[src/rtl/lbist_misr_pkg.sv]
// Shared types and constants for the LBIST signature register and its run controller.
// The optional X-masking feature is enabled with the macro LBIST_MISR_XMASK_EN.
package lbist_pkg;

    typedef enum logic [1:0] {
        ST_IDLE    = 2'd0,
        ST_COMPACT = 2'd1,
        ST_DONE    = 2'd2
    } lbist_state_e;

    // Default Galois feedback masks and seeds for the supported signature widths
    localparam logic [15:0] LBIST_POLY_W16 = 16'hB400;
    localparam logic [15:0] LBIST_SEED_W16 = 16'h0000;
    localparam logic [31:0] LBIST_POLY_W32 = 32'h80200003;
    localparam logic [31:0] LBIST_SEED_W32 = 32'h00000000;

endpackage

[src/rtl/lbist_misr_core.sv]
// Signature register with Galois-style MISR next-state logic.
// A load takes priority over compaction; reset returns the register to SEED.
module misr_core #(
    parameter int unsigned  W    = 16,
    parameter logic [W-1:0] POLY = W'(16'hB400),
    parameter logic [W-1:0] SEED = '0
) (
    input  logic         clk,
    input  logic         reset,
    input  logic         load_i,
    input  logic [W-1:0] load_val_i,
    input  logic         en_i,
    input  logic [W-1:0] data_i,
    output logic [W-1:0] sig_o,
    output logic [W-1:0] sig_next_o
);

    logic [W-1:0] sig_q;
    logic [W-1:0] sig_d;
    logic [W-1:0] compacted;

    // Shift right, fold the outgoing bit back through the tap mask, then absorb the data word
    assign compacted = (sig_q >> 1) ^ ({W{sig_q[0]}} & POLY) ^ data_i;

    always_comb begin
        sig_d = sig_q;
        if (load_i) begin
            sig_d = load_val_i;
        end else if (en_i) begin
            sig_d = compacted;
        end
    end

    always_ff @(posedge clk) begin
        if (reset) begin
            sig_q <= SEED;
        end else begin
            sig_q <= sig_d;
        end
    end

    assign sig_o      = sig_q;
    assign sig_next_o = compacted;

endmodule

[src/rtl/lbist_misr.sv]
// LBIST run controller: compacts N_PATTERNS valid response words and compares against golden.
// Define LBIST_MISR_XMASK_EN to add the xmask input that blocks unknown bits from the signature.
module lbist_misr
    import lbist_pkg::*;
#(
    parameter int unsigned  W          = 16,
    parameter logic [W-1:0] POLY       = W'(LBIST_POLY_W16),
    parameter logic [W-1:0] SEED       = '0,
    parameter int unsigned  N_PATTERNS = 1000,
    localparam int unsigned CW         = $clog2(N_PATTERNS + 1)
) (
    input  logic          clk,
    input  logic          reset,
    input  logic          start,
    input  logic          data_valid,
    input  logic [W-1:0]  data_in,
`ifdef LBIST_MISR_XMASK_EN
    input  logic [W-1:0]  xmask,
`endif
    input  logic [W-1:0]  golden,
    output logic [W-1:0]  signature,
    output logic [CW-1:0] count,
    output logic          busy,
    output logic          done,
    output logic          pass
);

    localparam logic [CW-1:0] LAST_IDX = CW'(N_PATTERNS - 1);

    lbist_state_e  state_q, state_d;
    logic [CW-1:0] count_q, count_d;
    logic          pass_q, pass_d;
    logic          load;
    logic          en;
    logic [W-1:0]  eff_data;
    logic [W-1:0]  sig_next;

`ifdef LBIST_MISR_XMASK_EN
    assign eff_data = data_in & ~xmask;
`else
    assign eff_data = data_in;
`endif

    misr_core #(
        .W    (W),
        .POLY (POLY),
        .SEED (SEED)
    ) u_core (
        .clk        (clk),
        .reset      (reset),
        .load_i     (load),
        .load_val_i (SEED),
        .en_i       (en),
        .data_i     (eff_data),
        .sig_o      (signature),
        .sig_next_o (sig_next)
    );

    always_comb begin
        state_d = state_q;
        count_d = count_q;
        pass_d  = pass_q;
        load    = 1'b0;
        en      = 1'b0;
        unique case (state_q)
            ST_IDLE, ST_DONE: begin
                if (start) begin
                    state_d = ST_COMPACT;
                    count_d = '0;
                    pass_d  = 1'b0;
                    load    = 1'b1;
                end
            end
            ST_COMPACT: begin
                if (data_valid) begin
                    en      = 1'b1;
                    count_d = count_q + CW'(1);
                    // Compare the value the register takes this edge, so pass lines up with done
                    if (count_q == LAST_IDX) begin
                        state_d = ST_DONE;
                        pass_d  = (sig_next == golden);
                    end
                end
            end
            default: begin
                state_d = ST_IDLE;
            end
        endcase
    end

    always_ff @(posedge clk) begin
        if (reset) begin
            state_q <= ST_IDLE;
            count_q <= '0;
            pass_q  <= 1'b0;
        end else begin
            state_q <= state_d;
            count_q <= count_d;
            pass_q  <= pass_d;
        end
    end

    assign count = count_q;
    assign busy  = (state_q == ST_COMPACT);
    assign done  = (state_q == ST_DONE);
    assign pass  = pass_q;

endmodule
[config.mk]
export PLATFORM = sky130hd
export DESIGN_NAME = lbist_misr
export DESIGN_NICKNAME = d
export VERILOG_FILES = /design/src/rtl/lbist_misr_pkg.sv /design/src/rtl/lbist_misr_core.sv /design/src/rtl/lbist_misr.sv
export SDC_FILE = /design/constraint.sdc
export NUM_CORES = 1
export LEC_CHECK = 0
export BUFFER_PORTS_ARGS = -buffer_cell sky130_fd_sc_hd__clkbuf_2
export CAP_MARGIN = 20
export CORE_ASPECT_RATIO = 1.25
export CORE_MARGIN = 4
export CORE_UTILIZATION = 53
export DETAILED_ROUTE_END_ITERATION = 10
export PLACE_DENSITY = 0.85
export SYNTH_ARGS = -nofsm -noshare
export SYNTH_HDL_FRONTEND = slang
export SYNTH_SLANG_ARGS = --single-unit
[constraint.sdc]
create_clock -name clk -period 2.83 [get_ports clk]
set_clock_uncertainty 0.1 [all_clocks]
set_input_delay 0.1415 -clock clk [delete_from_list [all_inputs] [get_ports clk]]
set_output_delay 0.1415 -clock clk [all_outputs]
set_load 0.01 [all_outputs]
# Word level (Yosys, flattened, before mapping)

Index checks and enable logic that the tools add are counted.

Register bits: 29
Output and inout port bits: 29
Word-level logic and storage cells: 36

Add/sub/neg operators: 1
Equal/unequal tests: 7
Mux-type cells: 15
Bitwise operators: 2
Reduce and logical (&&, ||, !) cells: 7

Operator list:

| kind                  | number |
|---|---|
| $mux 10               | 2 |
| $pmux 10 s2           | 1 |
| $eq 16x16->1          | 1 |
| $xor 15x16->16        | 1 |
| $xor 16x16->16        | 1 |
| $add 10x1->10 const B | 1 |
| $eq 10x10->1 const B  | 1 |
| $mux 1                | 7 |
| $mux 2                | 3 |
| $reduce_and 3->1      | 2 |
| $ne 2x2->1 const B    | 2 |
| $pmux 2 s2            | 1 |
| $reduce_and 4->1      | 1 |
| $reduce_or 2->1       | 2 |
| $eq 2x1->1 const B    | 1 |
| $eq 2x2->1 const B    | 1 |
| $logic_not 2->1       | 1 |
| $ne 2x1->1 const B    | 1 |
| $pmux 1 s2            | 1 |
| $reduce_bool 2->1     | 1 |

# Longest topological paths before layout

Gate-level depths: netlist (run 1).

Depth after elaboration: 6
Mapped depth: 5
Depth with buffers taken out: 5

# Cells and area by module

From an unflattened synthesis (run 1), not the netlist that was laid out.

Cell total of the unflattened synthesis: 197
Area, all modules: 1,785.5 µm²

Modules (own cells, without submodules):

| module     | instances | cells each | area each (µm²) | seq. area each (µm²) |
|---|---|---|---|---|
| misr_core  | 1         | 106        | 983.4           | 320.3 |
| lbist_misr | 1         | 91         | 802.0           | 260.2 |

# Worst setup path after synthesis (run 1)

No wires, ideal clock.

Path kind: reg2reg
Start point: reg count_q[0], in the netlist count[0]
End point: reg pass_q, in the netlist pass
Data arrival time: 1,862 ps
Data required time: 2,661 ps
Path slack: 799 ps
Stages on the path, launching flop included: 6
Buffers on the path: 0
Path through: dfxtp_1 -> ha_1 -> nand2_1 -> or4_4 -> or4_1 -> o21ai_1

Cells in the longest elaborated chain, start to end: 3

Ends and longest elaborated chain:

| element                           | RTL line         | RTL |
|---|---|---|
| from (decl)                       | lbist_misr.sv:31 | `logic [CW-1:0] count_q, count_d;` |
| from (signal assigned)            | lbist_misr.sv:98 | `count_q <= count_d;` |
| $eq 10x10->1                      | lbist_misr.sv:79 | `if (count_q == LAST_IDX) begin` |
| $ne 2x1->1 (no source line)       | -                |  |
| $reduce_and 4->1 (no source line) | -                |  |
| to (signal assigned)              | lbist_misr.sv:99 | `pass_q <= pass_d;` |
| to (decl)                         | lbist_misr.sv:32 | `logic pass_q, pass_d;` |

Every way passes these cells.
A chain may end at the register's enable or synchronous reset.

# Final worst setup path (run 1)

Same ends and word-level chain as after synthesis.

==> results of run 1 <==
[logic make-up (layout without fill, tap and decap cells)]
family	count (synthesis)	after routing	synth area share
AND/OR/NAND/NOR	56	56	0.170
XOR/XNOR	43	43	0.345
buffers and inverters	13	77	0.0289
adder cells (fa/ha/maj)	1	1	0.00722
flip-flops	29	29	0.335
AO/OA/AOI/OAI	28	28	0.114
[synthesized netlist by cell type]
| master | instances |
|---|---|
| dfxtp_1 | 29 |
| xnor2_1 | 26 |
| nor2_1 | 23 |
| a211oi_1 | 16 |
| xnor3_1 | 16 |
| nand2_1 | 10 |
| clkbuf_1 | 8 |
| a21oi_1 | 6 |
| nand3_1 | 5 |
| nand4_1 | 5 |
| nand2b_1 | 4 |
| a2111oi_0 | 3 |
| inv_1 | 3 |
| or4_1 | 2 |
| and2b_1 | 1 |
| and3b_1 | 1 |
| buf_1 | 1 |
| buf_2 | 1 |
| ha_1 | 1 |
| nand3b_4 | 1 |
| nand4b_1 | 1 |
| nand4bb_1 | 1 |
| nor2b_1 | 1 |
| o21a_1 | 1 |
| o21ai_1 | 1 |
| o41ai_1 | 1 |
| or4_4 | 1 |
| xor2_1 | 1 |
[registers in the layout, indices dropped and copies added (netlist names)]
register	cells
u_core.sig_o	16
count	10
state_q	2
pass	1
[layer usage]
layer  track usage  wire length (µm)
met1         0.218              1520
met2         0.342              1870
met3        0.0676               272
met4        0.0605                50
met5             0                 0
[power by group through the flow]
stage	registers (µW)	clock network, µW	logic [µW]
2_1_floorplan	444	0	118
3_3_place_gp	442	0	177
3_5_place_dp	443	0	181
4_1_cts	434	262	182
5_1_grt	436	276	198
6_report	434	254	180
[worst register-to-register path, stage by stage (launching register included)]
cell,delay (ns)
dfxtp_1,0.43
ha_1,0.22
nand2_1,0.08
or4_4,0.53
or4_1,0.53
o21ai_1,0.12
[area by class of cell]
cell class / count / area (µm²)
well taps: 36 / 45.0
inverters: 3 / 11.3
fillers: 263 / 890
flip-flops and latches: 29 / 581
repair buffers: 67 / 345
clock buffers: 7 / 55.1
multi-input cells: 128 / 1100
[placed cells by master (no fill, tap or decap), types with 2 or more instances in the layout]
cell type | Yosys | routed
clkbuf_2 | 0 | 64
dfxtp_1 | 29 | 29
xnor2_1 | 26 | 26
nor2_1 | 23 | 23
a211oi_1 | 16 | 16
xnor3_1 | 16 | 16
nand2_1 | 10 | 10
a21oi_1 | 6 | 6
nand4_1 | 5 | 5
nand3_1 | 5 | 5
clkbuf_4 | 0 | 5
nand2b_1 | 4 | 4
inv_1 | 3 | 3
a2111oi_0 | 3 | 3
or4_1 | 2 | 2
buf_4 | 0 | 2
[through the flow]
| step | hold WS, ns | instance area (µm²) | setup WS (ns) | power, µW |
|---|---|---|---|---|
| after CTS | 0.0118 | 2140 | 0.759 | 878 |
| after global routing | 0.00961 | 2140 | 0.615 | 910 |
| final | 0.0142 | 2140 | 0.757 | 868 |
| after detailed placement | 0.299 | 2070 | 0.777 | 623 |
| after floorplan | 0.111 | 1730 | 0.799 | 561 |
| after global placement | 0.304 | 2070 | 0.822 | 619 |
[path summary, 6_finish.rpt]
| check | start | end | slack [ns] | cells after the start |
|---|---|---|---|---|
| worst max register to register | count[0]$_SDFFE_PP0P_ | pass$_SDFFE_PP0P_ | 0.76 | 5 |
| worst min register to register | u_core.sig_o[13]$_SDFFE_PP0P_ | u_core.sig_o[13]$_SDFFE_PP0P_ | 0.40 | 2 |
| worst min-delay path | start | state_q[1]$_SDFFE_PP0P_ | 0.01 | 3 |
| worst max-delay path | count[0]$_SDFFE_PP0P_ | pass$_SDFFE_PP0P_ | 0.76 | 5 |
==> results.md, run 1 <==
* Setup Crit Path Kind: register to register
* Clk Latency, worst-skew pair at approximately 0.33 ns
* Via Count at 1,462
* DR iter-0 viols at between 40 and 50
* Min Clock Period, post-route at between 2 and 2.5 ns
* Sw frac at 0.263
* CTS Hold Bufs at 1
* Pins Over Slew Limit at 0
* Setup violators final at 0
* Critical-path maximum fanout at 7
* Slew @ Worst Pin at roughly 0.96 ns
* CTS H-tree lvls at 2
* Area leader, netlist: dfxtp_1
* CTS Root Cell: clkbuf_4
* Die Y at 71.9 µm
* Worst slew margin at 0.359
* Non-filler cells, final at 270
* FMAX at 0.482 GHz
* Rows at 22
* Synthesis warning total at 0
* Resized Gates After CTS at 0
* Setup crit end kind: register
* Worst VDD drop at 330 µV
* Number of synthesized register bits at 29
* Share of power burned in registers at 0.499
* Die W at 59.1 µm
* Sequential element share of the synthesized area at 0.335
* # IOs at 65
* Syn nets at 207
* Synth top area share at 0.335
* Largest net degree at the start of global routing at 25
* Int Pwr at 640 µW
* Nets at approximately 270
* Sink Count at 29
* Leakage at 0.000975 µW
* Clock-pin slew on the worst setup and hold paths at 0.09 ns
* Share of cells above drive strength 1 at 0.316
* Crit path max-delay family: simple AND/OR/NAND/NOR gates
* RSZ-0062 raised after global routing: false
* Outcome: finished, final reports clean
* Layout area overhead at 23.5%
* Hold Vio Cnt, Final at 0
* P_sw at 229 µW
* CP max-delay cell: or4_4
* Final core utilization at 0.706
* Clock power share at 0.293
* Initial Util at 0.572
* Vias in the first global route at 1,494
* Port bufs at 64
* 1st-pass router iterations at 4
* Critical Path RT at 2.99 ns
* Combinational power share at 0.207
* WL/cell at 13.7 µm
* Startpoint types: register
* Die ar. at 4250 µm²
* Type of the worst min-delay path: input pin to register
* DR DRC count at 0
* Max incr delay on CP at 0.53 ns
* CTS tree: built
* CTS buffer count at 5
* MaxCap Viol Count at 0
* Cell Chain, Critical Path: ha_1 > nand2_1 > or4_4 > or4_1 > o21ai_1
* Total grt overflow at 0
* RePlAce Congestion at roughly 0.91
* Placed Cells at 262
* Final WL at 3710 µm
* ANT nets after route at 0
* Syn_area_per_cell at roughly 10 µm²
* Clk buf depth at 2
* Initial antenna violation count at 0
* CP arrival at 2.23 ns
* Dpl hpwl at 2930 µm
* Area contributors post-synth: dfxtp_1, xnor3_1, xnor2_1
* First-pass GRT wire length at roughly 6400 µm
* Gr usage total at 0.195
* Core area at 3030 µm²
* Antenna diodes at 0
* Setup TNS at 0 ns
* PD cells at 406 nW/µm²
* Syn Inst Count at 170
* Tcrit/Tclk final at 0.733
* Via density at 5.41
* Netlist cell types at 28
* Synthesized area at 1730 µm²
* Post-CTS Setup Bufs at 0
* WP buf/inv at 0
Note: power is estimated with default switching activity, not from simulation.
==> inputs of run 2 (changes only) <==
- CORE_UTILIZATION: 53 -> 49
- PLACE_DENSITY: 0.85 -> 0.8
- clock period: 2.83 -> 2.2 ns (I/O delays scaled with it)
==> run 2 against run 1 <==
Net effect:
- flip-flop and latch count did not move
- largest power group unchanged
- count of clock-buffer cells in the layout stayed put
- combinational power rose by 32%
- critical path type unchanged
- highest routed layer unchanged
- via count fell by 2.5%
==> results.md, run 2 (same netlist as run 1, synthesis figures left out) <==
* Leakage at 0.00100 µW (+2.9%)
* Startpoint types: register
* Pins Over Slew Limit at 0 (unchanged)
* WL/cell at 13.8 µm (+0.24%)
* Largest net degree at the start of global routing at 32 (+28%)
* Slew @ Worst Pin at 0.550 ns (-0.412 ns)
* CTS H-tree lvls at 2 (unchanged)
* Rows at 23 (+4.5%)
* Placed Cells at 266 (+1.5%)
* Reg2Reg Capture Point: pass$_SDFFE_PP0P_
* RSZ-0062 raised after global routing: false
* Antenna diodes at 0 (unchanged)
* CP arrival at 2.11 ns (-0.12 ns)
* Die W at 61.2 µm (+3.5%)
* Type of the worst min-delay path: input pin to register
* Initial Util at 0.523 (-0.0486)
* DR DRC count at 0 (unchanged)
* Layout area overhead at 26.7%
* ANT nets after route at 0 (unchanged)
* FF-to-FF setup slack at 0.21 ns (-0.55 ns)
* Setup violators final at 0 (unchanged)
* Final WL at 3770 µm (+1.7%)
* Min Clock Period, post-route at 1.99 ns (-0.0799 ns)
* Critical Path RT at 2.32 ns (-0.67 ns)
* 1st-pass router iterations at 4 (unchanged)
* First-pass GRT wire length at 6000 µm (-6.4%)
* Most frequent cells in the layout: clkbuf_2, dfxtp_1, xnor2_1, nor2_1
* # IOs at 65 (unchanged)
* Sink Count at 29 (unchanged)
* FMAX at 0.502 GHz (+4.0%)
* Core area at 3310 µm² (+9.3%)
* Setup Crit Path Kind: register to register
* MaxCap Viol Count at 0 (unchanged)
* Critical Path End: pass$_SDFFE_PP0P_
* Clock-pin slew on the worst setup and hold paths at 0.06 ns (-0.03 ns)
* Die Y at 74.5 µm (+3.6%)
* Via Count at 1,425 (-2.5%)
* Hold Vio Cnt, Final at 0 (unchanged)
* Critical-path maximum fanout at 14 (+7)
* Clk buf depth at 2 (unchanged)
* Nets at 274 (+1.1%)
* RePlAce Congestion at 0.867 (-4.4%)
* Share of cells above drive strength 1 at 0.325 (+0.00866)
* Tcrit/Tclk final at 0.906 (+0.174)
* Worst VDD drop at 494 µV (+50%)
* Port bufs at 64 (unchanged)
* Dpl hpwl at 3010 µm (+3.0%)
* Total grt overflow at 0 (unchanged)
* CTS tree: built
* Initial antenna violation count at 0 (unchanged)
* CTS Root Cell: clkbuf_8
* Via density at 5.20 (-4.0%)
* Worst slew margin at 0.624 (+0.265)
* CP startpoint: state_q[0]$_SDFFE_PP0P_
* CTS buffer count at 5 (unchanged)
* Path depth of the worst reg2reg path at 4 (-1)
* Vias in the first global route at 1,378 (-7.8%)
* Hold path startpoint: start
* Most common cell after layout, fill and taps aside: clkbuf_2
* Die ar. at 4560 µm² (+7.1%)
* Fillcell total at 270 (+2.7%)
* DR iter-0 viols at 79 (+61%)
* Non-filler cells, final at 274 (+1.5%)
* Setup crit end kind: register
* Max reg flops at 16 (unchanged)
* Gr usage total at 0.183 (-0.0123)
* Outcome: finished, final reports clean
* Setup TNS at 0 ns (unchanged)
* Worst r2r src: state_q[0]$_SDFFE_PP0P_
* PD cells at 558 nW/µm² (+38%)
* Clk Latency, worst-skew pair at 0.28 ns (-0.05 ns)
-- run 2: changes by cell type in the layout (fill, tap and decap cells not counted), sizes merged --
cell | before | now
buf | 2 | 5
-- run 2: worst min path at each step --
stage	to	slack, ns	cells past startpoint
after CTS	state_q[1]$_SDFFE_PP0P_	0.02	3
after floorplan	count[1]$_SDFFE_PP0P_	0.08	1
after global routing	state_q[1]$_SDFFE_PP0P_	0.04	3
final	state_q[1]$_SDFFE_PP0P_	0.03	3
after global placement	count[1]$_SDFFE_PP0P_	0.26	2
after detailed placement	count[1]$_SDFFE_PP0P_	0.28	2
-- run 2: metrics by stage --
stage                     hold WS [ns]  total power [µW]  area (µm²)  utilization  setup WS [ns]
after floorplan                 0.0791               722        1730            -          0.169
after global placement           0.260               800        2100        0.634          0.269
after detailed placement         0.277               805        2100        0.634          0.215
after CTS                       0.0172              1250        2190        0.663          0.199
after global routing            0.0360              1290        2190        0.663         0.0654
final                           0.0286              1220        2190        0.663          0.206
-- run 2: where the power goes --
| group | switching (µW) | total [µW] | internal [µW] |
|---|---|---|---|
| logic | 101 | 237 | 136 |
| registers | 15.9 | 555 | 540 |
| clock network | 185 | 433 | 247 |
-- run 2: per-layer routing --
metal | GRT usage | up-vias | routed length (µm)
li1 | - | 728 | -
met3 | 0.0764 | 2 | 320
met1 | 0.205 | 644 | 1490
met2 | 0.299 | 51 | 1940
met5 | 0 | - | 0
met4 | 0.0795 | 0 | 25
-- run 2: repair_timing --
| action | CTS | global route |
|---|---|---|
| setup buffers | 0 | 0 |
| gates resized for setup | 0 | 0 |
| hold buffers | 1 | 0 |
| hold endpoints to repair | 4 | 0 |
-- run 2: worst max-delay path: stages (launching register included) --
cell and delay [ns]:
dfxtp_1 0.40, nand3b_4 0.18, or4_4 0.59, or4_1 0.54, o21ai_1 0.12
-- run 2: cell type report --
class | count | area [µm²] | area share
tap | 37 | 46.3 | 0.0211
timing repair buffer | 70 | 368 | 0.168
multi-input combinational | 128 | 1100 | 0.502
clock buffer | 7 | 86.3 | 0.0394
sequential | 29 | 581 | 0.265
inverter | 3 | 11.3 | 0.00513
==> inputs of run 3 (changes only) <==
==> constraint.sdc (replaced) <==
create_clock -name clk -period 2.2 [get_ports clk]
set_clock_uncertainty 0.1 [all_clocks]
set_input_delay 0.33 -clock clk [delete_from_list [all_inputs] [get_ports clk]]
set_output_delay 0.33 -clock clk [all_outputs]
set_load 0.01 [all_outputs]
==> run 3 against run 2 <==
Net effect:
- wire length grew 4.7%
- non-clock buffer count is the same
- via count grew 1.8%
- hold slack gained 0.18 ns
- cell count grew 0.36%
- largest power group unchanged
==> results.md, run 3 (same netlist as run 1, synthesis figures left out) <==
* Critical-path maximum fanout at 3 (-11)
* Combinational power share at 0.197 (+0.004)
* Sw frac at 0.257 (+0.0109)
* # IOs at 65 (unchanged)
* Leakage at 0.000997 µW (-0.55%)
* 1st-pass router iterations at 5 (+1)
* Via density at 5.27 (+1.4%)
* Dpl hpwl at 3130 µm (+3.8%)
* CTS H-tree lvls at 2 (unchanged)
* ANT nets after route at 0 (unchanged)
* RSZ-0062 raised after global routing: false
* Hold Vio Cnt, Final at 0 (unchanged)
* FMAX at 0.505 GHz (+0.58%)
* Clock-pin slew on the worst setup and hold paths at 0.06 ns (about the same)
* Setup violators final at 0 (unchanged)
* Placed Cells at 267 (+0.38%)
* Critical Path RT at 2.32 ns (about the same)
* P_sw at 312 µW (+3.3%)
* Port bufs at 64 (unchanged)
* Max reg flops at 16 (unchanged)
* Worst slew margin at 0.553 (-0.0708)
* Outcome: finished, final reports clean
* Worst VDD drop at 392 µV (-21%)
* Final WL at 3950 µm (+4.7%)
* DR iter-0 viols at 83 (+5.1%)
* Startpoint types: register
* Slew @ Worst Pin at 0.653 ns (+0.104 ns)
* Die W at 61.2 µm (unchanged)
* Core area at 3310 µm² (unchanged)
* Antenna diodes at 0 (unchanged)
* Initial Util at 0.523 (unchanged)
* Die ar. at 4560 µm² (unchanged)
* Clk buf depth at 2 (unchanged)
* Tcrit/Tclk final at 0.901 (-0.00523)
* First-pass GRT wire length at 6310 µm (+5.2%)
* Rows at 23 (unchanged)
* Most frequent cells in the layout: clkbuf_2, dfxtp_1, xnor2_1, nor2_1
* Post-CTS Setup Bufs at 0 (unchanged)
* Cell Chain, Critical Path: ha_1 > nand2_1 > or4_4 > or4_1 > o21ai_1
* Largest net degree at the start of global routing at 32 (unchanged)
* Die Y at 74.5 µm (unchanged)
* Total grt overflow at 0 (unchanged)
* CTS buffer count at 5 (unchanged)
* CP max-delay cell: or4_1
* CTS Hold Bufs at 0 (-1)
* Layout area overhead at 26.2%
* WL/cell at 14.4 µm (+4.3%)
* Hold Worst Slack at 0.211 ns (+0.182 ns)
* Type of the worst min-delay path: input pin to register
* CTS tree: built
* Nets at 274 (unchanged)
* Pins Over Slew Limit at 0 (unchanged)
* Via Count at 1,450 (+1.8%)
* Gr usage total at 0.189 (+0.00611)
* Clk Latency, worst-skew pair at 0.28 ns (about the same)
* Min Clock Period, post-route at 1.98 ns (-0.0115 ns)
* MaxCap Viol Count at 0 (unchanged)
* Clock power share at 0.344 (-0.009)
* CP arrival at 2.10 ns (about the same)
* Setup crit end kind: register
* Share of cells above drive strength 1 at 0.324 (-0.00137)
* Vias in the first global route at 1,410 (+2.3%)
* Int Pwr at 900 µW (-2.4%)
* Setup TNS at 0 ns (unchanged)
* Resized Gates After CTS at 0 (unchanged)
* RePlAce Congestion at 0.880 (+1.5%)
* Max incr delay on CP at 0.54 ns (-0.05 ns)
* Initial antenna violation count at 0 (unchanged)
* Most common cell after layout, fill and taps aside: clkbuf_2
* PD cells at 555 nW/µm² (-0.61%)
* Non-filler cells, final at 275 (+0.36%)
* CTS Root Cell: clkbuf_8
* Sink Count at 29 (unchanged)
* Share of power burned in registers at 0.460 (+0.007)
* FF-to-FF setup slack at 0.22 ns (about the same)
* Setup Crit Path Kind: register to register
* DR DRC count at 0 (unchanged)
==> run 3: changes by cell type in the layout (fill, tap and decap cells not counted), sizes merged <==
cell and delta:
dlygate4sd3 -1, buf +1, clkbuf +1
==> run 3: final timing paths <==
path | cells after the start | to | from
worst min register to register | 2 | u_core.sig_o[13]$_SDFFE_PP0P_ | u_core.sig_o[13]$_SDFFE_PP0P_
worst min-delay path | 2 | count[0]$_SDFFE_PP0P_ | reset
worst max register to register | 5 | pass$_SDFFE_PP0P_ | count[1]$_SDFFE_PP0P_
worst max-delay path | 5 | pass$_SDFFE_PP0P_ | count[1]$_SDFFE_PP0P_
==> run 3: area by class of cell <==
type | count | area (µm²)
fillers | 283 | 1120
repair buffers | 70 | 365
clock buffers | 8 | 80.1
well taps | 37 | 46.3
multi-input cells | 128 | 1100
flip-flops and latches | 29 | 581
inverters | 3 | 11.3
==> run 3: power groups by stage <==
| stage | combinational [µW] | sequential [µW] | clock (µW) |
|---|---|---|---|
| 2_1_floorplan | 151 | 571 | 0 |
| 3_3_place_gp | 235 | 568 | 0 |
| 3_5_place_dp | 240 | 569 | 0 |
| 4_1_cts | 240 | 557 | 425 |
| 5_1_grt | 261 | 560 | 452 |
| 6_report | 238 | 558 | 417 |
==> run 3: metrics by stage <==
stage,setup slack [ns],instance area (µm²),util,power [µW]
floorplan,0.169,1730,-,722
global placement,0.310,2100,0.636,803
detailed placement,0.224,2100,0.636,808
CTS,0.214,2180,0.660,1220
global route,0.0942,2180,0.660,1270
finish,0.218,2180,0.660,1210
==> run 3: worst max-delay path: cells and delay by family, from the launching register on <==
family	cells	cell delay, ns
flops	1	0.34
simple gates	3	1.16
fa+ha+maj	1	0.19
compound gates	1	0.12
==> run 3: per-layer routing <==
metal	GRT usage	vias to the layer above	wire length [µm]
met5	0	-	0
met4	0.0723	0	52
met3	0.0833	5	367
met2	0.301	56	1950
met1	0.221	656	1580
li1	-	733	-
